File: src/rtl/spi_coeff_pkg.sv
// Shared constants and state encoding for the SPI coefficient receiver.
package spi_coeff_pkg;

  localparam int unsigned FRAME_BITS  = 336;
  localparam int unsigned HDR_W       = 16;
  localparam logic [HDR_W-1:0] HEADER_WORD = 16'hA55A;
  localparam int unsigned CNT_W       = 9;

  typedef enum logic [1:0] {
    IDLE  = 2'd0,
    SHIFT = 2'd1,
    DONE  = 2'd2
  } state_t;

endpackage

File: src/rtl/sync2.sv
// Two-flop synchronizer for a single asynchronous input; reset value selectable.
module sync2 #(
  parameter logic RST_VAL = 1'b0
) (
  input  logic clk,
  input  logic reset,
  input  logic d,
  output logic q
);

  logic meta;

  // Double-register the asynchronous input into the clk domain.
  always_ff @(posedge clk or negedge reset) begin
    if (!reset) begin
      meta <= RST_VAL;
      q    <= RST_VAL;
    end else begin
      meta <= d;
      q    <= meta;
    end
  end

endmodule

File: src/rtl/spi_coeff_rx.sv
// SPI mode-0 slave receiving one fixed-length coefficient frame per cs_n window.
module spi_coeff_rx
  import spi_coeff_pkg::*;
#(
  parameter int unsigned       FRAME_BITS = spi_coeff_pkg::FRAME_BITS,
  parameter logic [HDR_W-1:0]  HEADER     = spi_coeff_pkg::HEADER_WORD
) (
  input  logic                  clk,
  input  logic                  reset,
  input  logic                  sck,
  input  logic                  cs_n,
  input  logic                  mosi,
  output logic [FRAME_BITS-1:0] data,
  output logic                  data_valid,
  output logic                  frame_err,
  output logic                  busy
);

  logic sck_s2, cs_s2, mosi_s2;
  logic sck_s3, cs_s3;
  logic sck_rise, cs_fall, cs_rise;
  logic frame_full, header_ok;

  logic [1:0]            warm;
  state_t                state;
  logic                  armed;
  logic                  overrun;
  logic [CNT_W-1:0]      count;
  logic [FRAME_BITS-1:0] shift_reg;

  sync2 #(.RST_VAL(1'b0)) u_sync_sck  (.clk(clk), .reset(reset), .d(sck),  .q(sck_s2));
  sync2 #(.RST_VAL(1'b1)) u_sync_cs   (.clk(clk), .reset(reset), .d(cs_n), .q(cs_s2));
  sync2 #(.RST_VAL(1'b0)) u_sync_mosi (.clk(clk), .reset(reset), .d(mosi), .q(mosi_s2));

  // Third stage for edge detection on the synchronized sck and cs_n.
  always_ff @(posedge clk or negedge reset) begin
    if (!reset) begin
      sck_s3 <= 1'b0;
      cs_s3  <= 1'b1;
    end else begin
      sck_s3 <= sck_s2;
      cs_s3  <= cs_s2;
    end
  end

  assign sck_rise   = sck_s2 & ~sck_s3;
  assign cs_fall    = ~cs_s2 & cs_s3;
  assign cs_rise    = cs_s2 & ~cs_s3;
  assign frame_full = (count == CNT_W'(FRAME_BITS));
  assign header_ok  = (shift_reg[FRAME_BITS-1 -: HDR_W] == HEADER);

  // The synchronizer flops come out of reset holding their reset values, not
  // the real pins; hold off arming until the pipeline has flushed so a cs_n
  // held low through reset cannot look like a fresh high-then-low sequence.
  always_ff @(posedge clk or negedge reset) begin
    if (!reset) begin
      warm <= 2'd0;
    end else if (warm != 2'd3) begin
      warm <= warm + 2'd1;
    end
  end

  // Frame FSM: arm, shift bits on sck rises, then judge the frame for one cycle.
  always_ff @(posedge clk or negedge reset) begin
    if (!reset) begin
      state      <= IDLE;
      armed      <= 1'b0;
      overrun    <= 1'b0;
      count      <= '0;
      shift_reg  <= '0;
      data       <= '0;
      data_valid <= 1'b0;
      frame_err  <= 1'b0;
      busy       <= 1'b0;
    end else begin
      data_valid <= 1'b0;
      frame_err  <= 1'b0;
      case (state)
        IDLE: begin
          busy <= 1'b0;
          if (cs_fall && armed) begin
            state   <= SHIFT;
            armed   <= 1'b0;
            count   <= '0;
            overrun <= 1'b0;
            busy    <= 1'b1;
          end else if (cs_s2 && (warm == 2'd3)) begin
            armed <= 1'b1;
          end
        end
        SHIFT: begin
          // A bit edge coinciding with cs_n rise is still taken into the frame.
          if (sck_rise) begin
            if (frame_full) begin
              overrun <= 1'b1;
            end else begin
              shift_reg <= {shift_reg[FRAME_BITS-2:0], mosi_s2};
              count     <= count + CNT_W'(1);
            end
          end
          if (cs_rise) begin
            state <= DONE;
          end
        end
        DONE: begin
          if (frame_full && !overrun && header_ok) begin
            data       <= shift_reg;
            data_valid <= 1'b1;
          end else begin
            frame_err  <= 1'b1;
          end
          state <= IDLE;
          busy  <= 1'b0;
        end
        default: begin
          state <= IDLE;
          busy  <= 1'b0;
        end
      endcase
    end
  end

endmodule

File: config.mk
export PLATFORM = sky130hd
export DESIGN_NAME = spi_coeff_rx
export DESIGN_NICKNAME = d
export VERILOG_FILES = /design/src/rtl/spi_coeff_pkg.sv /design/src/rtl/sync2.sv /design/src/rtl/spi_coeff_rx.sv
export SDC_FILE = /design/constraint.sdc
export NUM_CORES = 1
export LEC_CHECK = 0
export ABC_AREA = 1
export BUFFER_PORTS_ARGS = -buffer_cell sky130_fd_sc_hd__clkbuf_2
export CAP_MARGIN = 20
export CORE_ASPECT_RATIO = 0.9
export CORE_UTILIZATION = 45
export CTS_BUF_LIST = sky130_fd_sc_hd__clkbuf_4 sky130_fd_sc_hd__clkbuf_8
export DETAILED_ROUTE_END_ITERATION = 10
export SYNTH_ARGS = -nofsm -noshare
export SYNTH_HDL_FRONTEND = slang
export SYNTH_SLANG_ARGS = --single-unit
File: constraint.sdc
create_clock -name clk -period 1.8 [get_ports clk]
set_input_delay 0.18 -clock clk [delete_from_list [all_inputs] [get_ports clk]]
set_output_delay 0.18 -clock clk [all_outputs]
set_load 0.01 [all_outputs]
; After elaboration in Yosys (flattened, before gate mapping)
; Cells that the tools add are included.
[totals]
mem_count = 0
rom_bits = 0
word_cells = 71
in_bits = 5
output_inout_bits = 339
ram_bits = 0
latch_bits = 0
reg_bits = 698
[classes]
muxes = 19
shifts = 0
bitwise = 7
n_reduce_logical = 14
n_eq_ne = 11
addsub = 2
n_mul = 0
n_div = 0
magnitude_cmp = 0
[ops]
columns = op, count
row1 = 2-to-1 mux 9 bit, 3
row2 = case mux 9 bit (2 select lines), 1
row3 = "== test 16 bit, second input constant", 1
row4 = "!= test 2 bit, second input constant", 6
row5 = 2-to-1 mux 1 bit, 10
row6 = "adder 9 x 1 -> 9 bit, second input constant", 1
row7 = "== test 9 bit, second input constant", 1
row8 = AND reduction 4 bit, 2
row9 = AND reduction 2 bit, 3
row10 = "== test 2 bit, second input constant", 2
row11 = logical AND 1 bit, 4
row12 = 2-to-1 mux 2 bit, 2
row13 = NOT 1 bit, 4
row14 = case mux 1 bit (2 select lines), 2
row15 = case mux 2 bit (2 select lines), 1
row16 = nonzero test 2 bit, 2
row17 = AND 1 bit, 3
row18 = AND reduction 3 bit, 1
row19 = "adder 2 x 1 -> 2 bit, second input constant", 1
row20 = "== test 2 x 1 -> 1 bit, second input constant", 1
row21 = zero test 2 bit, 1
row22 = zero test 1 bit, 1

; Depth between registers and ports, before layout
[depth]
ltp_word = 5
mapped_depth = 11
ltp_nobuf = 9

; Modules after synthesis
; From an unflattened synthesis, not the netlist that was laid out.
[unflattened]
cells_unflattened = 3018
area_unflattened_um2 = 27284.9
[modules_own_cells]
columns = module, area_each_um2, cells_per_inst, seq_area_each_um2, n_inst
row1 = spi_coeff_rx, 27132.3, 3012, 17317.9, 1
row2 = sync2 (u_sync_mosi ...), 50.0, 2, 50.0, 2
row3 = sync2 (u_sync_cs), 52.6, 2, 52.6, 1

; Least setup slack after synthesis
; No wires, ideal clock.
[synth_path]
path_type = register to register
start = reg count[0]
end = reg data[255]
path_slack_ns = 0.134
path_buffers = 2
path_stages_with_launch = 12
synth_period_minus_slack_ns = 1.666
setup_time_ns = 0.117
required_time_ns = 1.683
arrival_time_ns = 1.549
path_cell_list = dfrtp_1 > inv_1 > ha_1 > nand2_1 > nor2_1 > nand2_1 > nor2_2 > nand3_1 > buf_2 > buf_2 > nand2_1 > nand2_1
[synth_via]
elab_chain_cells = 4
[synth_rtl]
columns = element, line_no
row1 = "start, declared", spi_coeff_rx.sv:28  ; logic [CNT_W-1:0] count;
row2 = "start signal, assigned", spi_coeff_rx.sv:98  ; count <= count + CNT_W'(1);
row3 = == test 9 bit, spi_coeff_rx.sv:49  ; assign frame_full = (count == CNT_W'(FRAME_BITS));
row4 = logical AND 1 bit (2 in series), spi_coeff_rx.sv:106  ; if (frame_full && !overrun && header_ok) begin
row5 = AND reduction 2 bit (no line), n/a
row6 = "end signal, assigned", spi_coeff_rx.sv:107  ; data <= shift_reg;
row7 = "end, declared", spi_coeff_rx.sv:13  ; output logic [FRAME_BITS-1:0] data,
; Every way passes these cells.
; A chain may end at the register's enable or synchronous reset.

; Final worst setup path
[layout_path]
start = reg count[0]
end = reg data[273]
; Same word-level chain as after synthesis.

==> summary by stage <==
Yosys
The area of the mapped netlist is 0.0273 mm². The share of the synthesized area in compound gates (AO/OA/AOI/OAI) is 0.486%. The combinational family with the most area after synthesis is simple AND/OR/NAND/NOR gates.

After Yosys synthesis, full adders, half adders and majority gates account for 0.138% of the synthesized area. The synthesized netlist devotes 31.0% of its cell area to simple gates. Of the total synthesized cell area, the portion taken by XOR and XNOR cells is 0.161%. The number of nets produced by synthesis is 3026.

Synthesis produced a netlist whose cell count is 3018. Averaged over all synthesized cells, the footprint is 9.04 µm². The number of warnings issued by yosys is 0. The portion of netlist area occupied by mux cells is 0%. Of the synthesized area, sequential elements account for 64.1%. The register bit total from synthesis is 698. The number of different library cells in the post-synthesis netlist is 19.

Routing
For this block, the routed nets add up to 69400 µm of wire. The post-detailed-route DRC marker count is 0. The detailed-route via count is 21800. The number of iterations in the first detailed-routing pass is 5.

Dividing the detail-routed via count by the number of cells gives 5.11. The number of DRC markers after the initial detailed-route iteration is 1783. The antenna violation net count after detailed routing is 0. In the final routed layout, each cell accounts on average for 16.3 µm.

Floorplanning
The number of top-level design ports is 344. The region available for standard cell placement spans 0.0599 mm². The die covers 0.0616 mm². The effective utilization at floorplan is 45.5%.

The width of the chip is 262 µm. The floorplan has 85 rows. The die is 236 µm tall.

Final layout
Cells with a size suffix above 1 make up 19.6% of the layout. The number of nets in the layout is 3400. Cells fill 56.0% of the core in the end.

The area growth from synthesis to layout is 22.9%. The library cell used most frequently in the layout, excluding fill and tap cells, is sky130_fd_sc_hd__nand2_1. In the layout the commonest cells are sky130_fd_sc_hd__nand2_1 (1679), sky130_fd_sc_hd__dfrtp_1 (695), sky130_fd_sc_hd__clkbuf_2 (342). The number of fill cells is 5373. Once layout is complete, the cells apart from fillers number 4260.

CTS
The maximum level of the CTS H-tree is 3. In this run the deepest clock path goes through 3 buffers. TritonCTS built the clock tree.

The clock insertion delay at the later pin of the skew report is 720 ps. The clock edge transition at the registers on the reported setup and hold paths is 60 ps. TritonCTS created 113 clock buffers. The cell chosen for the clock root is sky130_fd_sc_hd__clkbuf_8. The total clock sinks is 698.

STA
The shortest clock period the worst path allows after layout is 1850 ps. Static timing analysis puts the maximum clock frequency at 541 MHz. The final setup violation count is 89. In the post-route analysis, the smallest setup slack over all paths is -48.5 ps.

The post-route fraction of the period consumed by the critical path is 103%. The final count of hold timing violations is 0. Setup repair after global routing could not meet its margin everywhere. Across the routed clock network, the largest skew measured is 29.0 ps. The total negative slack is -706 ps. The worst pin sits at a relative slew slack of 64.4%. The actual slew at the worst max-slew pin is 534 ps. The max-slew violation total from the final report came to 0.

Setup path
At the worst endpoint, the arrival time is 2490 ps. The endpoint required time on the critical path is 2440 ps. STA classifies the critical path startpoint as a flip-flop. The worst setup path is of the flip-flop to flip-flop kind.

STA classifies the critical path endpoint as a flip-flop. The critical-path maximum fanout is 38.

Worst hold path
The path class of the tightest hold or removal check is primary input to async pin.

Pwr
The worst-case IR drop observed on VDD is 0.586 mV. The leakage component of the power is 0.0193 µW. For this design the ratio of total power to cell area is 978 mW/mm².

Placement
The final weighted congestion in routability-driven placement is 0.801. At the placement stage, the worst setup path has a slack of -54.4 ps. The count of input and output buffers is 343.

The number of cells in the design after placement is 4042. After legalization and detailed placement, the total HPWL measured 43000 µm.

GRT
The largest net degree at the start of global routing is 93. Across every metal layer, demand over resource in global routing totals 22.5%. The first global-routing pass estimated 113000 µm of wire. The number of antenna violations at the first check in global routing is 2. The via count of the first global-routing pass is 21200.

Summed over all layers, the global routing overflow is 0.

Status
The checks that failed: negative setup slack. The run finished, with violations left.

Run
Max-cap violations in this run came to 0.
[power by group]
| group | total [µW] | leakage, µW | internal, µW | switching (µW) |
|---|---|---|---|---|
| Sequential | 15900 | 0.00971 | 15800 | 104 |
| Combinational | 2400 | 0.00833 | 763 | 1640 |
| Clock | 14400 | 0.00129 | 8160 | 6270 |
| Total | 32800 | 0.0193 | 24800 | 8010 |
[path summary, 6_finish.rpt]
path / cells after the start / slack, ps / start / endpoint
max reg2reg: 11 / -50 / count[0]$_DFFE_PN0P_ / data[273]$_DFFE_PN0P_
min in group clk: 2 / 160 / mosi / u_sync_mosi.meta$_DFF_PN0_
max in group asynchronous: 3 / 1100 / reset / data[197]$_DFFE_PN0P_
min: 3 / 150 / reset / data[255]$_DFFE_PN0P_
min reg2reg: 0 / 350 / u_sync_mosi.meta$_DFF_PN0_ / u_sync_mosi.q$_DFF_PN0_
max: 11 / -50 / count[0]$_DFFE_PN0P_ / data[273]$_DFFE_PN0P_
[synthesized netlist by cell type]
cell / number / area share (%)
sky130_fd_sc_hd__nand2_1: 1680 / 23
sky130_fd_sc_hd__dfrtp_1: 695 / 64
sky130_fd_sc_hd__nand4_1: 321 / 7.4
sky130_fd_sc_hd__buf_2: 142 / 2.6
sky130_fd_sc_hd__clkbuf_1: 72 / 0.99
sky130_fd_sc_hd__inv_1: 40 / 0.55
sky130_fd_sc_hd__o21ai_0: 25 / 0.46
sky130_fd_sc_hd__nor2_1: 14 / 0.19
sky130_fd_sc_hd__nand3_1: 9 / 0.17
sky130_fd_sc_hd__buf_1: 3 / 0.041
sky130_fd_sc_hd__dfstp_2: 3 / 0.29
sky130_fd_sc_hd__ha_1: 3 / 0.14
sky130_fd_sc_hd__xnor2_1: 3 / 0.096
sky130_fd_sc_hd__nor2_2: 2 / 0.046
sky130_fd_sc_hd__xor2_1: 2 / 0.064
sky130_fd_sc_hd__a21boi_0: 1 / 0.028
sky130_fd_sc_hd__nand3_2: 1 / 0.037
sky130_fd_sc_hd__nor3_1: 1 / 0.018
sky130_fd_sc_hd__nor4_1: 1 / 0.023
[stage by stage]
stage	power (µW)	instance area, µm²	hold slack (ps)
final	32800	33500	154
after CTS	33100	33300	101
after detailed placement	18500	30700	99.9
after global placement	18500	30700	98.1
after floorplan	17300	27300	-116
after global routing	34200	33500	129
[critical path, stage by stage, from the launching register on]
cell and delay (ps):
sky130_fd_sc_hd__dfrtp_1 370, sky130_fd_sc_hd__inv_1 60, sky130_fd_sc_hd__ha_1 130, sky130_fd_sc_hd__nand2_1 60
sky130_fd_sc_hd__nor2_1 110, sky130_fd_sc_hd__nand2_2 90, sky130_fd_sc_hd__nor2_4 120, sky130_fd_sc_hd__buf_12 130
sky130_fd_sc_hd__buf_4 210, sky130_fd_sc_hd__buf_12 220, sky130_fd_sc_hd__nand4_1 160, sky130_fd_sc_hd__nand2_1 110
[metal layers]
| metal | vias up | part of all wire [%] | wire length, µm | track usage [%] |
|---|---|---|---|---|
| met4 | 2 | 2.1 | 1460 | 6.85 |
| met2 | 562 | 47 | 32300 | 34.2 |
| met1 | 10700 | 46 | 32100 | 32.6 |
| met5 | - | 0.012 | 8 | 0 |
| li1 | 10400 | - | - | - |
| met3 | 108 | 5.1 | 3550 | 4.15 |
[kinds of logic (layout without fill, tap and decap cells)]
group | count (synthesis) | count (layout)
compound gates | 26 | 26
xor+xnor | 5 | 5
fa+ha+maj | 3 | 3
buf+inv | 257 | 715
flops | 698 | 698
other cells | 0 | 1
simple gates | 2029 | 2029
[area by class of cell]
| class | count | area (µm²) | area share [%] |
|---|---|---|---|
| diodes | 1 | 2.50 | 0.00747 |
| repair buffers | 476 | 3780 | 11.3 |
| multi-input cells | 2063 | 8700 | 26.0 |
| flip-flops and latches | 698 | 17500 | 52.1 |
| clock inverters | 16 | 124 | 0.370 |
| well taps | 783 | 980 | 2.92 |
| clock buffers | 183 | 2290 | 6.84 |
| inverters | 40 | 158 | 0.471 |
[what timing repair did]
| item | CTS | global route |
|---|---|---|
| endpoints found under the hold margin | 677 | 0 |
| gates resized for setup | 3 | 5 |
| pin swaps | 1 | 0 |
| setup buffers | 3 | 1 |
| hold buffers | 5 | 0 |
| cloned | 1 | 8 |
| setup endpoints to repair | 236 | 657 |
Note: power is estimated with default switching activity, not from simulation.
